==> config.mk <==
export PLATFORM = sky130hd
export DESIGN_NAME = seq_mult32_flat
export DESIGN_NICKNAME = d
export VERILOG_FILES = /design/src/rtl/seq_mult32_pkg.sv /design/src/rtl/seq_mult32_if.sv /design/src/rtl/seq_mult32_bcla32.sv /design/src/rtl/seq_mult32.sv /design/src/flat_wrapper.sv
export SDC_FILE = /design/constraint.sdc
export NUM_CORES = 1
export LEC_CHECK = 0
export CAP_MARGIN = 25
export CORE_ASPECT_RATIO = 1.5
export CORE_MARGIN = 1.5
export CORE_UTILIZATION = 51
export DETAILED_ROUTE_END_ITERATION = 10
export GPL_TIMING_DRIVEN = 0
export PLACE_DENSITY_LB_ADDON = 0.25
export SETUP_SLACK_MARGIN = 0.2
export SYNTH_ARGS = -nofsm -noshare
export SYNTH_HDL_FRONTEND = slang
export SYNTH_SLANG_ARGS = --single-unit
==> constraint.sdc <==
create_clock -name clk -period 3.9 [get_ports clk]
set_input_delay 1.17 -clock clk [delete_from_list [all_inputs] [get_ports clk]]
set_output_delay 1.17 -clock clk [all_outputs]
set_load 0.05 [all_outputs]
==> src/rtl/seq_mult32_pkg.sv <==
// seq_mult32_pkg: shared state encoding and sizing for the sequential multiplier
package seq_mult32_pkg;
    typedef enum logic [1:0] {IDLE = 2'd0, RUN = 2'd1, DONE = 2'd2} state_t;
    localparam int WIDTH = 32;
    localparam int STEPS = 32;
endpackage

==> src/rtl/seq_mult32_if.sv <==
// seq_mult32_if: operand/product valid-ready bus of the sequential multiplier
interface seq_mult32_if;
    import seq_mult32_pkg::*;
    logic                 in_valid;
    logic                 in_ready;
    logic [WIDTH-1:0]     a;
    logic [WIDTH-1:0]     b;
    logic                 out_valid;
    logic                 out_ready;
    logic [2*WIDTH-1:0]   product;
    logic                 busy;
    modport master (output in_valid, a, b, out_ready, input in_ready, out_valid, product, busy);
    modport slave  (input in_valid, a, b, out_ready, output in_ready, out_valid, product, busy);
endinterface

==> src/rtl/seq_mult32_bcla32.sv <==
// bcla32: 32-bit adder built from eight 4-bit carry-lookahead blocks
module bcla32 (
    input  logic [31:0] a,
    input  logic [31:0] b,
    input  logic        cin,
    output logic [31:0] sum,
    output logic        cout
);
    logic [31:0] p;
    logic [31:0] g;
    logic [32:0] c;
    assign p    = a ^ b;
    assign g    = a & b;
    assign c[0] = cin;
    genvar i;
    for (i = 0; i < 8; i++) begin : g_blk
        localparam int K = 4 * i;
        assign c[K+1] = g[K] | (p[K] & c[K]);
        assign c[K+2] = g[K+1] | (p[K+1] & g[K]) | (p[K+1] & p[K] & c[K]);
        assign c[K+3] = g[K+2] | (p[K+2] & g[K+1]) | (p[K+2] & p[K+1] & g[K])
                      | (p[K+2] & p[K+1] & p[K] & c[K]);
        assign c[K+4] = g[K+3] | (p[K+3] & g[K+2]) | (p[K+3] & p[K+2] & g[K+1])
                      | (p[K+3] & p[K+2] & p[K+1] & g[K])
                      | (p[K+3] & p[K+2] & p[K+1] & p[K] & c[K]);
    end
    assign sum  = p ^ c[31:0];
    assign cout = c[32];
endmodule

==> src/rtl/seq_mult32.sv <==
// seq_mult32: unsigned 32x32->64 shift-and-add multiplier, one bcla32 add per cycle
module seq_mult32
    import seq_mult32_pkg::*;
#(
    parameter bit ZERO_SKIP = 1'b0
) (
    input logic         clk,
    input logic         rst_n,
    seq_mult32_if.slave bus
);
    state_t           state;
    state_t           state_nxt;
    logic [WIDTH-1:0] mcand;
    logic [WIDTH-1:0] acc_hi;
    logic [WIDTH-1:0] acc_lo;
    logic [WIDTH-1:0] addend;
    logic [WIDTH-1:0] sum;
    logic             cout;
    logic [5:0]       cnt;
    logic             accept;
    logic             zero;

    assign accept = bus.in_valid && state == IDLE;
    assign zero   = ZERO_SKIP && (bus.a == '0 || bus.b == '0);
    assign addend = acc_lo[0] ? mcand : '0;

    bcla32 u_add (
        .a   (acc_hi),
        .b   (addend),
        .cin (1'b0),
        .sum (sum),
        .cout(cout)
    );

    always_ff @(posedge clk or negedge rst_n)
        if (!rst_n) state <= IDLE;
        else        state <= state_nxt;

    always_comb begin
        state_nxt = IDLE;
        state_nxt = state == IDLE ? (accept ? (zero ? DONE : RUN) : IDLE)
                  : state == RUN  ? (cnt == 6'(STEPS - 1) ? DONE : RUN)
                  : state == DONE ? (bus.out_ready ? IDLE : DONE)
                  : IDLE;
    end

    // Skipped operations clear the accumulator so DONE presents zero.
    always_ff @(posedge clk or negedge rst_n)
        if (!rst_n) begin
            mcand  <= '0;
            acc_hi <= '0;
            acc_lo <= '0;
            cnt    <= '0;
        end else if (accept) begin
            mcand  <= bus.a;
            acc_hi <= '0;
            acc_lo <= zero ? '0 : bus.b;
            cnt    <= '0;
        end else if (state == RUN) begin
            {acc_hi, acc_lo} <= {cout, sum, acc_lo[WIDTH-1:1]};
            cnt              <= cnt + 6'd1;
        end

    assign bus.in_ready  = state == IDLE;
    assign bus.out_valid = state == DONE;
    assign bus.busy      = state != IDLE;
    assign bus.product   = state == DONE ? {acc_hi, acc_lo} : '0;
endmodule

==> src/flat_wrapper.sv <==
// flat-port wrapper written by rule: the top's interface ports become plain ports
module seq_mult32_flat import seq_mult32_pkg::*;
#(
    parameter bit ZERO_SKIP = 1'b0
)
  (clk, rst_n, bus_in_valid, bus_a, bus_b, bus_out_ready, bus_in_ready, bus_out_valid, bus_product, bus_busy);
  seq_mult32_if bus_i ();
  input logic clk;
  input logic rst_n;
  input wire logic [$bits(bus_i.in_valid)-1:0] bus_in_valid;
  input wire logic [$bits(bus_i.a)-1:0] bus_a;
  input wire logic [$bits(bus_i.b)-1:0] bus_b;
  input wire logic [$bits(bus_i.out_ready)-1:0] bus_out_ready;
  output wire logic [$bits(bus_i.in_ready)-1:0] bus_in_ready;
  output wire logic [$bits(bus_i.out_valid)-1:0] bus_out_valid;
  output wire logic [$bits(bus_i.product)-1:0] bus_product;
  output wire logic [$bits(bus_i.busy)-1:0] bus_busy;
  assign bus_i.in_valid = bus_in_valid;
  assign bus_i.a = bus_a;
  assign bus_i.b = bus_b;
  assign bus_i.out_ready = bus_out_ready;
  assign bus_in_ready = bus_i.in_ready;
  assign bus_out_valid = bus_i.out_valid;
  assign bus_product = bus_i.product;
  assign bus_busy = bus_i.busy;
  seq_mult32 #(.ZERO_SKIP(ZERO_SKIP)) u_core (.clk(clk), .rst_n(rst_n), .bus(bus_i));
endmodule
==> qor.yml <==
timing:
  period_minus_slack_ns: 3.62
  worst_hold_slack_ns: 0.466
  fin_skew_ns: 0.00788
  finalMaxSlewViolations: 0
  period_share_pct: 92.8
  final-hold-violation-count: 0
  slew_headroom_pct: 33.2
  setup_viol: 0
  max_freq_mhz: 276
  worstMarginPinSlew_ns: 0.998
  rsz0062_at_grt: "false"
  worst_slack_ns: 0.282
synthesis:
  synth_edf_count: 0
  syn_nets: 793
  ys_types: 48
  yosysSeqAreaShare_pct: 43.2
  netlist_top_cells_area: "dfrtp_1, nand2_1, and2_1, ha_1, a22oi_1"
  syn_inst: 684
  synth_top_cell_area_share_pct: 43.2
  synth_warnings: 0
  syn_area_sq_um: 6020
  async_flop_share_pct: 100
  ys.flop_type: "dfrtp_1"
  yosys-top-cells-count: "nand2_1, dfrtp_1, and2_1"
  synth.avg_cell_area_sq_um: 8.81
  yosysMostFrequentCell: "nand2_1"
  synth-seq-cells: 104
  yosys.area.top_type: "dfrtp_1"
global_routing:
  grt_first_pass_wirelength_mm: 27.1
  grt_use_total_pct: 27.6
  grt_pass1_vias: 5707
  antenna_found_initial: 0
  grt_max_degree: 61
  grt_overflow: 0
clocking:
  cts_buffer_depth: 2
  cts_tree: "built"
  clk_pin_slew_ns: 0.07
  postCtsHoldBufs: 0
  cts.sinks: 104
  root_buffer: "clkbuf_16"
  htreeDepth: 3
  clock_latency_ns: 0.36
  cts_made_buffers: 9
setup_path:
  crit_type: "reg2out"
  critPathArrivalTime_ns: 2.45
  crit_path_cell_trace: "nor2b_1, clkbuf_2, clkbuf_1, and2_1, dlygate4sd2_1"
  slowest_delay_ns: 0.52
  critical_path.top_delay_family: "buffers and inverters"
  endpoint_kind: "primary output"
  critPathBufInv: 3
  startpoint_type: "flip-flop"
  path_max_fanout: 10
  required_ns: 2.73
  critPathSlowestCell: "dlygate4sd2_1"
routing:
  routedWlPerCell_microns: 16.6
  wl_mm: 16.4
  drtIter0Drc: 292
  dr_wl_met2_mm: 8.49
  route.antenna.remaining_nets: 0
  wl_met1_mm: 6.35
  routed.top_layer: "met4"
  via_per_inst: 5.53
  first_pass_iters: 5
  vias: 5443
  drc: 0
  dr_wl_met3_mm: 1.06
pwr:
  leakage_nw: 3.81
  ir_drop_uv: 300
  p_total_mw: 5.16
  p_per_area_nw_per_um2: 659
die:
  die_y_microns: 136
  dieArea_sq_um: 12500
  num_rows: 48
  start_util_pct: 52.2
  dieWidth_microns: 91.7
  core_sq_um: 11500
  top_level_ports: 135
placed_design:
  pre_cts_ws_ns: 0.244
  portBuffers: 134
  place.gp.congestion: 0.845
  dpl.hpwl_mm: 12.0
cells_and_area:
  drive_gt1_share_pct: 4.91
  diodes: 0
  nets: 939
  syn_to_final_growth_pct: 29.9
status:
  status: "completed"
worst_hold_path:
  hold_path.class: "reg2reg"
job:
  drv_cap: 0
-- power by group --
part | switching [mW] | total, mW | leakage [nW] | internal [mW]
combinational | 1.27 | 2.26 | 2.39 | 0.989
clock | 0.421 | 0.918 | 0.141 | 0.498
sequential | 0.385 | 1.98 | 1.28 | 1.60
-- metal layers --
layer	up-vias	track usage, %
met5	-	0
met4	0	12.7
met3	42	5.09
met2	205	49.3
met1	2591	31.9
li1	2605	-
-- cell usage in the layout (no fill, tap or decap), drive strengths merged, types with 2 or more instances in the layout --
| cell type | Yosys | routed |
|---|---|---|
| dlygate4sd2 | 0 | 34 |
| ha | 33 | 33 |
| a31oi | 3 | 3 |
| clkinvlp | 0 | 2 |
| clkinv | 0 | 4 |
| nor3 | 6 | 6 |
| and2 | 97 | 97 |
| buf | 4 | 6 |
| and3 | 2 | 2 |
| nor4 | 2 | 2 |
| clkbuf | 34 | 46 |
| inv | 4 | 4 |
| clkdlybuf4s50 | 0 | 93 |
| clkdlybuf4s15 | 0 | 3 |
| nand3 | 26 | 26 |
| o21ai | 41 | 41 |
| nor2b | 4 | 4 |
| xor2 | 6 | 6 |
| nand2 | 193 | 193 |
| dfrtp | 104 | 104 |
| a211oi | 3 | 3 |
| a21o | 12 | 12 |
| a21oi | 15 | 15 |
| fa | 8 | 8 |
| o31ai | 5 | 5 |
| o21a | 4 | 4 |
| nor2 | 13 | 13 |
| nand4 | 7 | 7 |
| xnor2 | 12 | 12 |
| a22oi | 32 | 32 |
-- final cells by class --
class,instances,area (sq um)
timing repair buffer,135,1310
multi-input combinational,538,3260
fill,961,3710
sequential,104,2600
clock buffer,9,225
tap,150,188
clock inverter,7,72.6
buffer,38,146
inverter,4,15.0
-- through the flow --
step	util [%]	area (sq um)	setup TNS, ns	instances
2_1_floorplan	-	6020	0	684
3_3_place_gp	65.5	7550	-237.98	968
3_5_place_dp	65.7	7580	0	969
4_1_cts	67.9	7830	0	985
5_1_grt	67.8	7820	0	985
6_report	67.8	7820	0	985
-- path summary, 6_finish.rpt --
path	from	end	slack, ns	cells past startpoint
max	u_core.state[1]	bus_product[42]	0.28	5
min	u_core.mcand[5]	u_core.mcand[5]	0.47	2
max reg2reg	u_core.acc_lo[0]	u_core.acc_hi[24]	0.43	12
min reg2reg	u_core.mcand[5]	u_core.mcand[5]	0.47	2
max in group asynchronous	rst_n	u_core.mcand[20]	2.31	2
min in group asynchronous	rst_n	u_core.acc_lo[20]	0.89	1
-- state kept, by name, indices dropped and copies added, names as in the netlist --
| signal | count |
|---|---|
| u_core.acc_lo | 32 |
| u_core.cnt | 6 |
| u_core.mcand | 32 |
| u_core.acc_hi | 32 |
| u_core.state | 2 |
-- worst register-to-register path: cells and delay by family, from the launching register on --
kind | cells | cell delay (ns)
compound gates | 5 | 1.18
xor+xnor | 1 | 0.15
fa+ha+maj | 2 | 0.67
buf+inv | 2 | 0.42
flops | 1 | 0.46
simple gates | 2 | 0.45
-- logic make-up after synthesis --
group	Yosys count	synth area share, %
AO/OA/AOI/OAI	125	14.3
adder cells (fa/ha/maj)	41	9.51
multiplexers	1	0.166
XOR/XNOR	18	2.62
AND/OR/NAND/NOR	353	27.6
flip-flops	104	43.2
buffers and inverters	42	2.62
-- timing repair --
action | 4_1_cts | 5_1_grt
buffers inserted | 0 | 0
cloned | 0 | 0
resized for setup | 41 | 13
endpoints found under the setup margin | 40 | 17
hold endpoints to repair | 0 | 0
(Power assumes the default switching activity.)
